**config.mk**
```make
export PLATFORM = sky130hd
export DESIGN_NAME = bg_tile_renderer
export DESIGN_NICKNAME = d
export VERILOG_FILES = /design/src/rtl/bg_tile_pkg.sv /design/src/rtl/tile_attr_decode.sv /design/src/rtl/bg_tile_renderer.sv
export SDC_FILE = /design/constraint.sdc
export NUM_CORES = 1
export LEC_CHECK = 0
export ABC_AREA = 1
export BUFFER_PORTS_ARGS = -buffer_cell sky130_fd_sc_hd__clkbuf_2
export CAP_MARGIN = 20
export CORE_AREA = 4 4 98 100
export CTS_BUF_LIST = sky130_fd_sc_hd__clkbuf_2 sky130_fd_sc_hd__clkbuf_4 sky130_fd_sc_hd__clkbuf_8
export DETAILED_ROUTE_END_ITERATION = 6
export DIE_AREA = 0 0 102 104
export PLACE_DENSITY = 0.56
export SETUP_SLACK_MARGIN = 0.3
export SLEW_MARGIN = 20
export SYNTH_ARGS = -nofsm -noshare
export SYNTH_HDL_FRONTEND = slang
export SYNTH_HIERARCHICAL = 1
export SYNTH_SLANG_ARGS = --single-unit
```
**constraint.sdc**
```tcl
create_clock -name clk -period 1.1 [get_ports clk]
set_input_delay 0.22 -clock clk [delete_from_list [all_inputs] [get_ports clk]]
set_output_delay 0.22 -clock clk [all_outputs]
set_load 0.005 [all_outputs]
```
**src/rtl/bg_tile_pkg.sv**
```systemverilog
// Shared types and constants for the background tile renderer.
// Tile-word layout, tile-map geometry and the RGB444 colour key.
package bg_tile_pkg;

    localparam int unsigned TILE_W    = 16;
    localparam int unsigned TILE_COLS = 40;
    localparam int unsigned TILE_ROWS = 30;

    // Tile-map word bit positions
    localparam int unsigned TW_COL_LSB = 0;
    localparam int unsigned TW_ROW_LSB = 3;
    localparam int unsigned TW_XFLIP   = 6;
    localparam int unsigned TW_YFLIP   = 7;
    localparam int unsigned TW_EN      = 8;

    typedef logic [11:0] rgb444_t;

    localparam rgb444_t COLOR_KEY = 12'hF0F;

    typedef struct packed {
        logic       en;
        logic       yflip;
        logic       xflip;
        logic [2:0] row;
        logic [2:0] col;
    } tile_attr_t;

    function automatic tile_attr_t unpack_tile_word(input logic [8:0] w);
        tile_attr_t a;
        a.col   = w[TW_COL_LSB +: 3];
        a.row   = w[TW_ROW_LSB +: 3];
        a.xflip = w[TW_XFLIP];
        a.yflip = w[TW_YFLIP];
        a.en    = w[TW_EN];
        return a;
    endfunction

endpackage

```
**src/rtl/tile_attr_decode.sv**
```systemverilog
// S1->S2 stage: applies tile flips to the in-tile pixel offset and forms the
// tile-sheet ROM address {row, col, fy, fx}; forwards the tile enable.
module tile_attr_decode
    import bg_tile_pkg::*;
(
    input  logic        clk,
    input  logic        reset_n,
    input  tile_attr_t  attr,
    input  logic [3:0]  px,
    input  logic [3:0]  py,
    output logic [13:0] sheet_addr,
    output logic        tile_en
);

    logic [3:0] fx;
    logic [3:0] fy;

    always_comb begin
        fx = attr.xflip ? (4'hF - px) : px;
        fy = attr.yflip ? (4'hF - py) : py;
    end

    always_ff @(posedge clk or negedge reset_n) begin
        if (!reset_n) begin
            sheet_addr <= '0;
            tile_en    <= 1'b0;
        end else begin
            sheet_addr <= {attr.row, attr.col, fy, fx};
            tile_en    <= attr.en;
        end
    end

endmodule

```
**src/rtl/bg_tile_renderer.sv**
```systemverilog
// Four-stage, never-stalling background tile renderer: x/y -> tile-map read ->
// sheet ROM read -> registered RGB444 pixel. Define BG_COLOR_KEY_EN for colour keying.
module bg_tile_renderer
    import bg_tile_pkg::*;
#(
    parameter int unsigned TILE_W    = bg_tile_pkg::TILE_W,
    parameter int unsigned TILE_COLS = bg_tile_pkg::TILE_COLS,
    parameter int unsigned TILE_ROWS = bg_tile_pkg::TILE_ROWS,
    parameter int unsigned LATENCY   = 4
) (
    input  logic        clk,
    input  logic        reset_n,
    input  logic        video_on,
    input  logic [9:0]  x,
    input  logic [9:0]  y,
    input  logic [3:0]  bg_x_offset,
    output logic [15:0] bg_rd_addr,
    input  logic [31:0] bg_rd_data,
    output logic [13:0] sheet_addr,
    input  logic [11:0] sheet_data,
    output logic [11:0] pix_rgb,
    output logic        pix_opaque,
    output logic        pix_valid
);

    localparam int unsigned TileShift = $clog2(TILE_W);
    localparam int unsigned VDepth    = LATENCY - 1;

    logic [10:0]       sx;
    logic [6:0]        tcol_raw;
    logic [6:0]        tcol;
    logic [5:0]        trow;
    logic [15:0]       rd_addr_d;
    logic              active;

    logic [VDepth-1:0] valid_q;
    logic [3:0]        px0_q, py0_q;
    logic [3:0]        px1_q, py1_q;
    tile_attr_t        attr_q;
    logic              tile_en;
    logic              pix_opaque_d;
    logic              unused_word_bits;

    assign unused_word_bits = ^bg_rd_data[31:9];

    // Max sx is 639+15, so one subtract is enough to wrap the column.
    always_comb begin
        sx        = {1'b0, x} + {7'b0, bg_x_offset};
        tcol_raw  = 7'(sx >> TileShift);
        tcol      = (tcol_raw >= 7'(TILE_COLS)) ? tcol_raw - 7'(TILE_COLS) : tcol_raw;
        trow      = 6'(y >> TileShift);
        rd_addr_d = 16'(trow) * 16'(TILE_COLS) + 16'(tcol);
        active    = video_on && (y < 10'(TILE_ROWS * TILE_W)) && (trow < 6'(TILE_ROWS));
    end

    always_ff @(posedge clk or negedge reset_n) begin
        if (!reset_n) begin
            bg_rd_addr <= '0;
            valid_q    <= '0;
            px0_q      <= '0;
            py0_q      <= '0;
            px1_q      <= '0;
            py1_q      <= '0;
            attr_q     <= '0;
        end else begin
            bg_rd_addr <= rd_addr_d;
            valid_q    <= {valid_q[VDepth-2:0], active};
            px0_q      <= sx[3:0];
            py0_q      <= y[3:0];
            px1_q      <= px0_q;
            py1_q      <= py0_q;
            attr_q     <= unpack_tile_word(bg_rd_data[8:0]);
        end
    end

    tile_attr_decode u_attr_decode (
        .clk        (clk),
        .reset_n    (reset_n),
        .attr       (attr_q),
        .px         (px1_q),
        .py         (py1_q),
        .sheet_addr (sheet_addr),
        .tile_en    (tile_en)
    );

    always_comb begin
`ifdef BG_COLOR_KEY_EN
        pix_opaque_d = valid_q[VDepth-1] & tile_en & (sheet_data != COLOR_KEY);
`else
        pix_opaque_d = valid_q[VDepth-1] & tile_en;
`endif
    end

    // Colour is only passed through for drawn pixels; everything else is black.
    always_ff @(posedge clk or negedge reset_n) begin
        if (!reset_n) begin
            pix_rgb    <= '0;
            pix_opaque <= 1'b0;
            pix_valid  <= 1'b0;
        end else begin
            pix_rgb    <= pix_opaque_d ? sheet_data : 12'h000;
            pix_opaque <= pix_opaque_d;
            pix_valid  <= valid_q[VDepth-1];
        end
    end

endmodule

```
Word-level counts from Yosys, hierarchy flattened --
Index checks and enable logic that the tools add are counted.
Cells by class: add/subtract/negate cells 5, multipliers 1, $lt $le $gt $ge 3, muxes and demuxes 4, bitwise gates (word level) 1, reduce and logical (&&, ||, !) cells 2
Operators with widths (number):
- $add 12x7->13 | 1
- $mux 12 | 1
- $add 10x4->11 | 1
- $lt 10x9->1 const B | 1
- $mul 6x3->9 const B | 1
- $mux 4 | 2
- $sub 4x4->4 const A | 2
- $ge 7x6->1 const B | 1
- $mux 7 | 1
- $sub 7x6->7 const B | 1
- $lt 6x5->1 const B | 1
- $logic_and 1x1->1 | 2
- $and 1x1->1 | 1
Storage, ports and cells: flip-flop bits (word level) 70, input bits 71, output and inout bits 44, word-level logic and storage cells 32

Depth between registers and ports, before layout --
Gate-level depths: netlist (run 1).
depth after elaboration 4, depth in mapped cells 23, gate-level depth less buffers 23

By module --
The synthesis (run 1) kept the hierarchy.
By module, submodules not included:
- bg_tile_renderer | times used 1, cells an instance 240, area each 2483.6 um2, sequential area each 1376.3 um2
- tile_attr_decode | times used 1, cells an instance 49, area each 503.0 um2, sequential area each 375.4 um2

Least setup slack after synthesis (run 1) --
OpenSTA, ideal clock, no wires.
path type input-to-reg, from input x[0], to register bg_rd_addr[9], arrival time 2843 ps, required time 972 ps, path slack -1872 ps, cell stages on the path 18, cell sequence ha_1 fa_1 nand3_1 nand3_1 nand3_1 nand2_2 ha_1 inv_1 nand3_2 nand2_1 inv_2 nand3b_1 nand2_1 ha_1 fa_1 a31oi_1 nor2_1 xor2_1
Between the ends: cells in the longest elaborated chain, start to end 4, elaborated cells on any way between the ends 5, those cells by class 3 x add/sub; 1 x order compare; 1 x mux
RTL lines:
- from (decl) | RTL line bg_tile_renderer.sv:14 | input logic [9:0] x,
- $add 10x4->11 (*) | RTL line bg_tile_renderer.sv:48 | sx = {1'b0, x} + {7'b0, bg_x_offset};
- $sub 7x6->7 / $ge 7x6->1 (equally long branches) | RTL line bg_tile_renderer.sv:50 | tcol = (tcol_raw >= 7'(TILE_COLS)) ? tcol_raw - 7'(TILE_COLS) : tcol_raw;
- $mux 7 (*) | RTL line bg_tile_renderer.sv:50
- $add 12x7->13 (*) | RTL line bg_tile_renderer.sv:52 | rd_addr_d = 16'(trow) * 16'(TILE_COLS) + 16'(tcol);
- via rd_addr_d[9] | RTL line bg_tile_renderer.sv:33 | logic [15:0] rd_addr_d;
- to (signal assigned) | RTL line bg_tile_renderer.sv:66 | bg_rd_addr <= rd_addr_d;
- to (decl) | RTL line bg_tile_renderer.sv:17 | output logic [15:0] bg_rd_addr,
The timed path passes the listed nets; every way through them passes the cells marked *.

Worst setup path after layout (run 1) --
Ends and elaborated chain as after synthesis.

==> metrics, run 1 <==
status=finished, violations left; failing checks=setup timing; Ports=115; Place WS=-1.836 ns; Crit path max-delay family=adder cells; mapped cell area=0.002987 mm2; minimum clock period=2.526 ns; fmax=0.3959 GHz; clock tree sinks=70; Peak VDD IR=0.0004656 V; setup violation total in the final timing report=12; Yosys cell types=27; DRC viols=0; critical-path cell with the highest stage delay=fa_2; Clock power frac=0.318; global-route wire length before repair=10560 um; Hold Path Class=primary input to flip-flop; crit path launch type=primary input; Lkg Pwr=2.512 nW; die area=0.01061 mm2; post-route setup slack=-1.426 ns; Max clock buf depth=2; DR WL/cell=11.51 um; Clock Skew=0.008396 ns; hpwl dp=4846 um; Comb power frac=0.238; Yosys reg bits=70; H-tree levels=3; yosys warns=6; commonest non-fill, non-tap cell in the layout=dfrtp_1; Fin. Hold Viols=0; Root Buffer=clkbuf_8; Buf/Inv on CP=3; RSZ-0062 raised after global routing=yes; Final ANT Viol Nets=0; TritonCTS clock tree=done; die extent in y=104 um; area grow syn2layout=55.72%; CP Max Fanout=5; Core ar.=0.008678 mm2; drt total wl=6525 um; IO Port Bufs=88; Worst Path Arrival=2.74 ns; antenna violations before repair=0; Pre-antenna DRT Iters=4; initial drt markers=39; P_sw=0.001703 W; sequential area share after synthesis=0.5865; Worst path max stage delay=0.39 ns; share of cells above drive strength 1=0.4967; fin crit share=2.296; largest net degree at the start of global routing=71; placed standard-cell area=0.004036 mm2; commonest cells after routing, fill and taps aside=dfrtp_1 (69), clkbuf_2 (66), nand2_1 (49), buf_4 (44), inv_1 (41); WS Path Type=primary input to flip-flop; critical path's most frequent cell=nand2_1; Crit path required time=1.31 ns; RD Place Congestion=0.8366; internal power=0.004869 W; vias in the first global route=2437; Reg clk slew, reported paths=0.06 ns; All-Layer GR Usage=0.1246; Synth Area per Inst=10.33 um2; Power per Cell Area=1413 mW/mm2; total CTS buffers=9; maxcap violations=0; Slew Limit Fails=0; # diodes=0; layout net count=545; Vias=2380; width of the die=102 um; worst skew pair latency=0.34 ns; grt ovf=0; initial core utilization=0.3441; Flop pwr share=0.444; worst path cell trace=buf_6 -> ha_4 -> fa_2 -> nand2_2 -> nand2_4 -> nand3_2 -> nand2_1 -> nand2_2 -> ha_4 -> inv_2 -> nand3_2 -> nand2_1 -> inv_2 -> nand2_4 -> nand2_1 -> nand2_1 -> ha_2 -> fa_2 -> a31oi_4 -> nor2_2 -> xor2_1; switch share=0.2591; Std-Cell Rows=34; final instance area=0.004651 mm2; drt via density=4.198; kind of end point of the critical path=flip-flop; Cells after Synth=289
power groups by stage:
stage	combinational [W]	sequential [W]	clock, W
after floorplan	0.000618	0.00298	0
after global placement	0.00130	0.00296	0
after detailed placement	0.00132	0.00297	0
after CTS	0.00142	0.00293	0.00216
after global routing	0.00174	0.00295	0.00226
final	0.00156	0.00292	0.00209
tightest hold or removal path, stage by stage:
cell and delay, ns:
clkbuf_2 0.08, inv_1 0.04, nor2_1 0.03
flip-flops by register name (all words and copies together), names as in the netlist:
| register | count |
|---|---|
| u_attr_decode/tile_en | 1 |
| valid_q | 3 |
| pix_opaque | 1 |
| attr_q | 9 |
| px0_q | 4 |
| py1_q | 4 |
| pix_rgb | 12 |
| pix_valid | 1 |
| u_attr_decode/sheet_addr | 14 |
| px1_q | 4 |
| bg_rd_addr | 13 |
| py0_q | 4 |
cell usage after synthesis, drive strengths merged:
library cell  number  area [um2]
xnor2              3       26.28
inv               48       180.2
o21ai              5       25.02
a21oi              7       35.03
ha                17       212.7
conb               1       3.750
nand3             18       115.1
dfrtp             70        1752
nand4              5       31.28
buf                3       22.52
nor3               2       15.01
fa                 3       60.06
nand3b             2       18.77
xor2               8       70.07
clkbuf             1       3.750
nor2              23       106.4
nand2             72       302.8
a31oi              1       6.260
through the flow:
stage	hold WS [ns]	std cells	total power [W]	util	setup TNS, ns
2_1_floorplan	-0.07559	292	0.003597	-	-12.93
3_3_place_gp	0.2710	529	0.004261	0.4651	-15.96
3_5_place_dp	0.2701	529	0.004288	0.4651	-16.45
4_1_cts	0.05455	564	0.006513	0.5176	-10.98
5_1_grt	0.06847	567	0.006949	0.5359	-12.89
6_report	0.07612	567	0.006572	0.5359	-11.66
per-layer routing:
| metal | GRT usage | routed length [um] | vias up | part of all wire |
|---|---|---|---|---|
| met3 | 0.02482 | 447 | 12 | 0.069 |
| met4 | 0.06186 | 153 | 0 | 0.023 |
| met1 | 0.1485 | 2675 | 1084 | 0.41 |
| met5 | 0 | 0 | - | 0 |
| met2 | 0.2098 | 3249 | 74 | 0.50 |
| li1 | - | - | 1210 | - |
path summary, 6_finish.rpt:
path	startpoint	to	slack, ns	cells past startpoint
hold / removal	sheet_data[5]	pix_rgb[5]	0.08	3
min in group asynchronous	reset_n	u_attr_decode/sheet_addr[2]	0.45	3
setup / recovery	x[0]	bg_rd_addr[9]	-1.43	21
hold reg to reg	py0_q[3]	py1_q[3]	0.35	0
setup reg to reg	valid_q[2]	pix_rgb[10]	0.37	2
max in group asynchronous	reset_n	attr_q[7]	0.37	3
timing repair:
| action | 4_1_cts | 5_1_grt |
|---|---|---|
| resized for setup | 18 | 50 |
| hold buffers | 14 | 0 |
| hold endpoints to repair | 83 | 0 |
| endpoints found under the setup margin | 68 | 58 |
| buffers inserted | 5 | 3 |
| pin swaps | 17 | 25 |
cell type report:
cell class | count | area (um2)
fillers | 794 | 4028
flip-flops and latches | 70 | 1753
multi-input cells | 170 | 1297
repair buffers | 155 | 1076
inverters | 48 | 180.2
clock buffers | 13 | 166.4
well taps | 108 | 135.1
clock inverters | 3 | 42.54
kinds of logic (layout without fill, tap and decap cells):
group           Yosys count  in the layout  synth area share
compound gates           13             13           0.02220
xor+xnor                 11             11           0.03226
fa+ha+maj                20             20           0.09133
buf+inv                  52            219           0.06912
flops                    70             70            0.5865
other cells               1              4          0.001256
simple gates            122            122            0.1973
No activity file was read; power rests on OpenSTA's default activity.
==> run 2, diff against run 1 <==
--- a/config.mk
+++ b/config.mk
@@ -8,11 +8,13 @@
 export ABC_AREA = 1
 export BUFFER_PORTS_ARGS = -buffer_cell sky130_fd_sc_hd__clkbuf_2
 export CAP_MARGIN = 20
+export CELL_PAD_IN_SITES_DETAIL_PLACEMENT = 1
+export CELL_PAD_IN_SITES_GLOBAL_PLACEMENT = 1
 export CORE_AREA = 4 4 98 100
 export CTS_BUF_LIST = sky130_fd_sc_hd__clkbuf_2 sky130_fd_sc_hd__clkbuf_4 sky130_fd_sc_hd__clkbuf_8
 export DETAILED_ROUTE_END_ITERATION = 6
 export DIE_AREA = 0 0 102 104
-export PLACE_DENSITY = 0.56
+export PLACE_DENSITY = 0.72
 export SETUP_SLACK_MARGIN = 0.3
 export SLEW_MARGIN = 20
 export SYNTH_ARGS = -nofsm -noshare
==> run 2 against run 1 <==
  * Sequential cell count did not move
  * Largest power group unchanged
  * Critical endpoint unchanged
  * The flow still finishes with violations (setup timing)
  * Clock power hardly changed
  * Total power up 1.2%
==> metrics, run 2 (same netlist as run 1, synthesis figures left out) <==
status=finished, violations left; failing checks=setup timing; Max clock buf depth=2; Hold Path Class=primary input to flip-flop; critical path's most frequent cell=nand3_2; commonest cells after routing, fill and taps aside=dfrtp_1 (70), clkbuf_2 (60), buf_4 (45), nand2_1 (44), inv_1 (40); die extent in y=104 um; total CTS buffers=9; Pre-antenna DRT Iters=4; Fin. Hold Viols=0; M2 GR Usage=0.2860; maxcap violations=0; critical-path cell with the highest stage delay=fa_2; DR WL/cell=13.96 um; post-route setup slack=-1.432 ns; Buf/Inv on CP=4; drt via density=4.384; crit path launch type=primary input; GR Util met1=0.1774; fin crit share=2.302; layout net count=554; area grow syn2layout=59.07%; Std-Cell Rows=34; WS Path Type=primary input to flip-flop; width of the die=102 um; fin util=0.5474; TritonCTS clock tree=done; worst skew pair latency=0.33 ns; Root Buffer=clkbuf_8; RSZ-0062 raised after global routing=yes; clock tree sinks=70; share of cells above drive strength 1=0.5150; largest net degree at the start of global routing=71; H-tree levels=3; Setup TNS Final=-12.94 ns; Reg with most FFs=u_attr_decode/sheet_addr; Setup crit end=bg_rd_addr[9]; antenna violations before repair=0; RD Place Congestion=0.7859; Worst Path Arrival=2.75 ns; worst flop-to-flop path endpoint=u_attr_decode/sheet_addr[5]; Peak VDD IR=0.0006460 V; setup violation total in the final timing report=12; Slew Limit Fails=0; Power per Cell Area=1399 mW/mm2; fmax=0.3949 GHz; global-route wire length before repair=13130 um; CP Max Fanout=5; CP Depth=21; grt ovf=0; kind of end point of the critical path=flip-flop; Crit path required time=1.32 ns; commonest non-fill, non-tap cell in the layout=dfrtp_1; All-Layer GR Usage=0.1565; GR peak layer=met2; Final ANT Viol Nets=0; DRC viols=0; die area=0.01061 mm2; CP startpoint=x[0]; Ports=115; largest registers=u_attr_decode/sheet_addr: 14 flops, bg_rd_addr: 13 flops, pix_rgb: 12 flops; # diodes=0; Worst Reg2Reg Path Length in Cells=3; initial drt markers=42; Crit path max-delay family=adder cells; vias in the first global route=2824; Clock Skew=0.009280 ns; GR Util met3=0.01878; start of the worst register-to-register path=attr_q[7]; Worst path max stage delay=0.37 ns; Core ar.=0.008678 mm2; minimum clock period=2.532 ns; max reg flops=14; hold slack=0.07418 ns; Lkg Pwr=2.564 nW; Reg2Reg Setup Slack=0.35 ns; Vias=2525; Place WS=-1.869 ns; initial core utilization=0.3441; hpwl dp=5546 um; drt total wl=8039 um; worst path cell trace=buf_6 -> ha_4 -> fa_2 -> nand3_2 -> nand3_2 -> nand3_2 -> nand2_4 -> ha_4 -> inv_2 -> nand3_2 -> nand2_2 -> inv_2 -> nand2_4 -> nand2_2 -> nor2_4 -> ha_4 -> a21oi_1 -> inv_1 -> a31oi_4 -> nor2_2 -> xor2_1; IO Port Bufs=88; Reg clk slew, reported paths=0.08 ns
## run 2: how the worst min path moves through the flow
stage               slack [ns]           from        endpoint  cells after the start
floorplan                -0.08        reset_n       attr_q[0]                      0
detailed placement        0.28        reset_n  bg_rd_addr[12]                      2
global route              0.06  sheet_data[9]      pix_rgb[9]                      3
CTS                       0.05  sheet_data[9]      pix_rgb[9]                      3
finish                    0.07  sheet_data[0]      pix_rgb[0]                      3
global placement          0.27        reset_n  bg_rd_addr[12]                      2
## run 2: through the flow
stage / std cells / power, W / cell area [um2]
global route: 576 / 0.007055 / 4751
CTS: 574 / 0.006631 / 4626
detailed placement: 524 / 0.004283 / 3999
finish: 576 / 0.006648 / 4751
global placement: 524 / 0.004224 / 3999
floorplan: 292 / 0.003597 / 3141
## run 2: final cells by class
class	count	area, um2
timing repair buffer	164	1139
clock inverter	5	57.56
fill	988	3928
clock buffer	11	151.4
sequential	70	1752
inverter	48	180.2
tap	108	135.1
multi-input combinational	170	1336
## run 2: timing repair
item                       4_1_cts  5_1_grt
setup buffers                   20        2
setup endpoints to repair       68       81
hold endpoints to repair        83        0
resized for setup               35       50
hold buffers                    14        0
pin swaps                       27        8
## run 2: per-layer routing
layer	share of wire	routed length, um
met1	0.39	3111
met4	0.024	194
met2	0.54	4331
met5	0	0
met3	0.050	402
## run 2: worst min-delay path: stages
cell and delay (ns):
clkbuf_2 0.08, inv_1 0.04, nor2_1 0.04
## run 2: power breakdown
part,switching [W],internal (W)
Sequential,0.0000928,0.00283
Clock,0.000910,0.00117
Combinational,0.000798,0.000844
==> run 3, diff against run 2 <==
--- a/config.mk
+++ b/config.mk
@@ -14,9 +14,8 @@
 export CTS_BUF_LIST = sky130_fd_sc_hd__clkbuf_2 sky130_fd_sc_hd__clkbuf_4 sky130_fd_sc_hd__clkbuf_8
 export DETAILED_ROUTE_END_ITERATION = 6
 export DIE_AREA = 0 0 102 104
-export PLACE_DENSITY = 0.72
+export PLACE_DENSITY = 0.76
 export SETUP_SLACK_MARGIN = 0.3
-export SLEW_MARGIN = 20
 export SYNTH_ARGS = -nofsm -noshare
 export SYNTH_HDL_FRONTEND = slang
 export SYNTH_HIERARCHICAL = 1
==> run 3 against run 2 <==
  * The run still ends with setup timing left
  * Global-route usage is 0.52 points lower
  * Clock skew is 0.0043 ns higher
  * Final cell count fell by 1.9%
  * Design area decreased by 2.1%
  * Non-clock buffer count fell by 11
  * Combinational power shrank 6%
  * First-iteration DRC count up 12%
  * Largest cell class unchanged
  * Register-to-register slack about the same
  * Utilization decreased by 1.1 points
==> metrics, run 3 (same netlist as run 1, synthesis figures left out) <==
fin crit share=2.326; RD Place Congestion=0.7572; All-Layer GR Usage=0.1513; Slew Limit Fails=0; minimum clock period=2.559 ns; antenna violations before repair=0; # diodes=0; total CTS buffers=9; largest net degree at the start of global routing=35; fmax=0.3908 GHz; crit path launch type=primary input; DR WL met3=442 um; critical-path cell with the highest stage delay=fa_2; setup violation total in the final timing report=12; global-route wire length before repair=12720 um; commonest non-fill, non-tap cell in the layout=dfrtp_1; Place WS=-1.923 ns; Pre-antenna DRT Iters=4; Crit path required time=1.31 ns; H-tree levels=3; layout net count=543; placed insts=529; RSZ-0062 raised after global routing=yes; drt total wl=7721 um; commonest cells after routing, fill and taps aside=dfrtp_1 (69), clkbuf_2 (57), nand2_1 (44), buf_4 (44), inv_1 (41); Reg with most FFs=u_attr_decode/sheet_addr; initial drt markers=47; Std-Cell Rows=34; Crit path max-delay family=simple AND/OR/NAND/NOR gates; Buf/Inv on CP=4; Worst path max stage delay=0.39 ns; status=finished, violations left; Ports=115; WL met2=4023 um; initial core utilization=0.3441; Clock Skew=0.01357 ns; kind of end point of the critical path=flip-flop; maxcap violations=0; vias in the first global route=2711; Final ANT Viol Nets=0; WS Path Type=primary input to flip-flop; Root Buffer=clkbuf_8; Power per Cell Area=1438 mW/mm2; largest registers=u_attr_decode/sheet_addr: 14 flops, bg_rd_addr: 13 flops, pix_rgb: 12 flops; Finished Layout Cells=565; worst path cell trace=buf_8 -> ha_4 -> fa_2 -> nand3_2 -> nand3_2 -> nand3_2 -> nand2_4 -> ha_4 -> inv_2 -> nand3_2 -> nand2_2 -> inv_2 -> nand2_4 -> nand2_2 -> nand2_2 -> inv_2 -> ha_4 -> a21oi_2 -> nand2_2 -> a21oi_2 -> nor2_1 -> xor2_1; wl on met1=3127 um; DRC viols=0; CP Max Fanout=5; Hold Path Class=primary input to flip-flop; die extent in y=104 um; die area=0.01061 mm2; area grow syn2layout=55.80%; Core ar.=0.008678 mm2; drt via density=4.375; Lkg Pwr=2.507 nW; max reg flops=14; TritonCTS clock tree=done; Worst Path Arrival=2.77 ns; top sig layer=met4; grt ovf=0; Peak VDD IR=0.0006981 V; Fin. Hold Viols=0; DR WL/cell=13.67 um; share of cells above drive strength 1=0.5011; Vias=2472; Max clock buf depth=2; width of the die=102 um; hpwl dp=5930 um; clock tree sinks=70; worst skew pair latency=0.33 ns; failing checks=setup timing; post-route setup slack=-1.459 ns; Reg clk slew, reported paths=0.08 ns; IO Port Bufs=88
run 3: cell count changes in the layout (fill, tap and decap cells not counted), sizes merged:
cell / before / now
clkinvlp: 0 / 2
clkbuf: 71 / 66
dlygate4sd3: 14 / 13
buf: 90 / 83
inv: 48 / 49
clkinv: 4 / 2
bufinv: 1 / 2
run 3: metal layers:
layer,vias to the layer above,global-route usage
met5,-,0
met4,0,0.05248
met1,1179,0.1754
met3,10,0.02817
met2,68,0.2730
li1,1215,-
run 3: cell type report:
class | count | area [um2]
clock buffers | 9 | 123.9
clock inverters | 7 | 97.59
fillers | 992 | 4025
inverters | 48 | 180.2
multi-input cells | 170 | 1310
flip-flops and latches | 70 | 1753
well taps | 108 | 135.1
repair buffers | 153 | 1054
run 3: power by group:
part	internal, W	total, W	switching (W)
clock network	0.00128	0.00223	0.000943
logic	0.000782	0.00154	0.000759
registers	0.00283	0.00293	0.0000925
total	0.00490	0.00669	0.00180
run 3: worst paths after layout:
| check | startpoint | endpoint | slack, ns | cells after the start |
|---|---|---|---|---|
| max | bg_x_offset[0] | bg_rd_addr[8] | -1.46 | 22 |
| min in group asynchronous | reset_n | py1_q[0] | 0.36 | 2 |
| min | y[3] | py0_q[3] | 0.02 | 1 |
| max in group asynchronous | reset_n | attr_q[7] | 0.35 | 3 |
| max reg2reg | u_attr_decode/tile_en | pix_rgb[7] | 0.35 | 2 |
| min reg2reg | py0_q[3] | py1_q[3] | 0.35 | 0 |
run 3: what timing repair did:
action                                 CTS  global route
gates cloned                             0             0
hold buffers                            13             0
setup endpoints to repair               68            59
pin swaps                               11            18
setup buffers                            6             1
endpoints found under the hold margin   20             0
gates resized for setup                 23            52
run 3: metrics by stage:
| step | utilization | hold WS (ns) | TNS, ns | power, W | area, um2 |
|---|---|---|---|---|---|
| floorplan | - | -0.07559 | -12.93 | 0.003597 | 3141 |
| global placement | 0.4666 | 0.1308 | -16.26 | 0.004265 | 4049 |
| detailed placement | 0.4666 | 0.1333 | -17.13 | 0.004335 | 4049 |
| CTS | 0.5232 | 0.002382 | -11.69 | 0.006689 | 4541 |
| global route | 0.5362 | 0.006918 | -13.27 | 0.007106 | 4653 |
| finish | 0.5362 | 0.02496 | -12.06 | 0.006693 | 4653 |
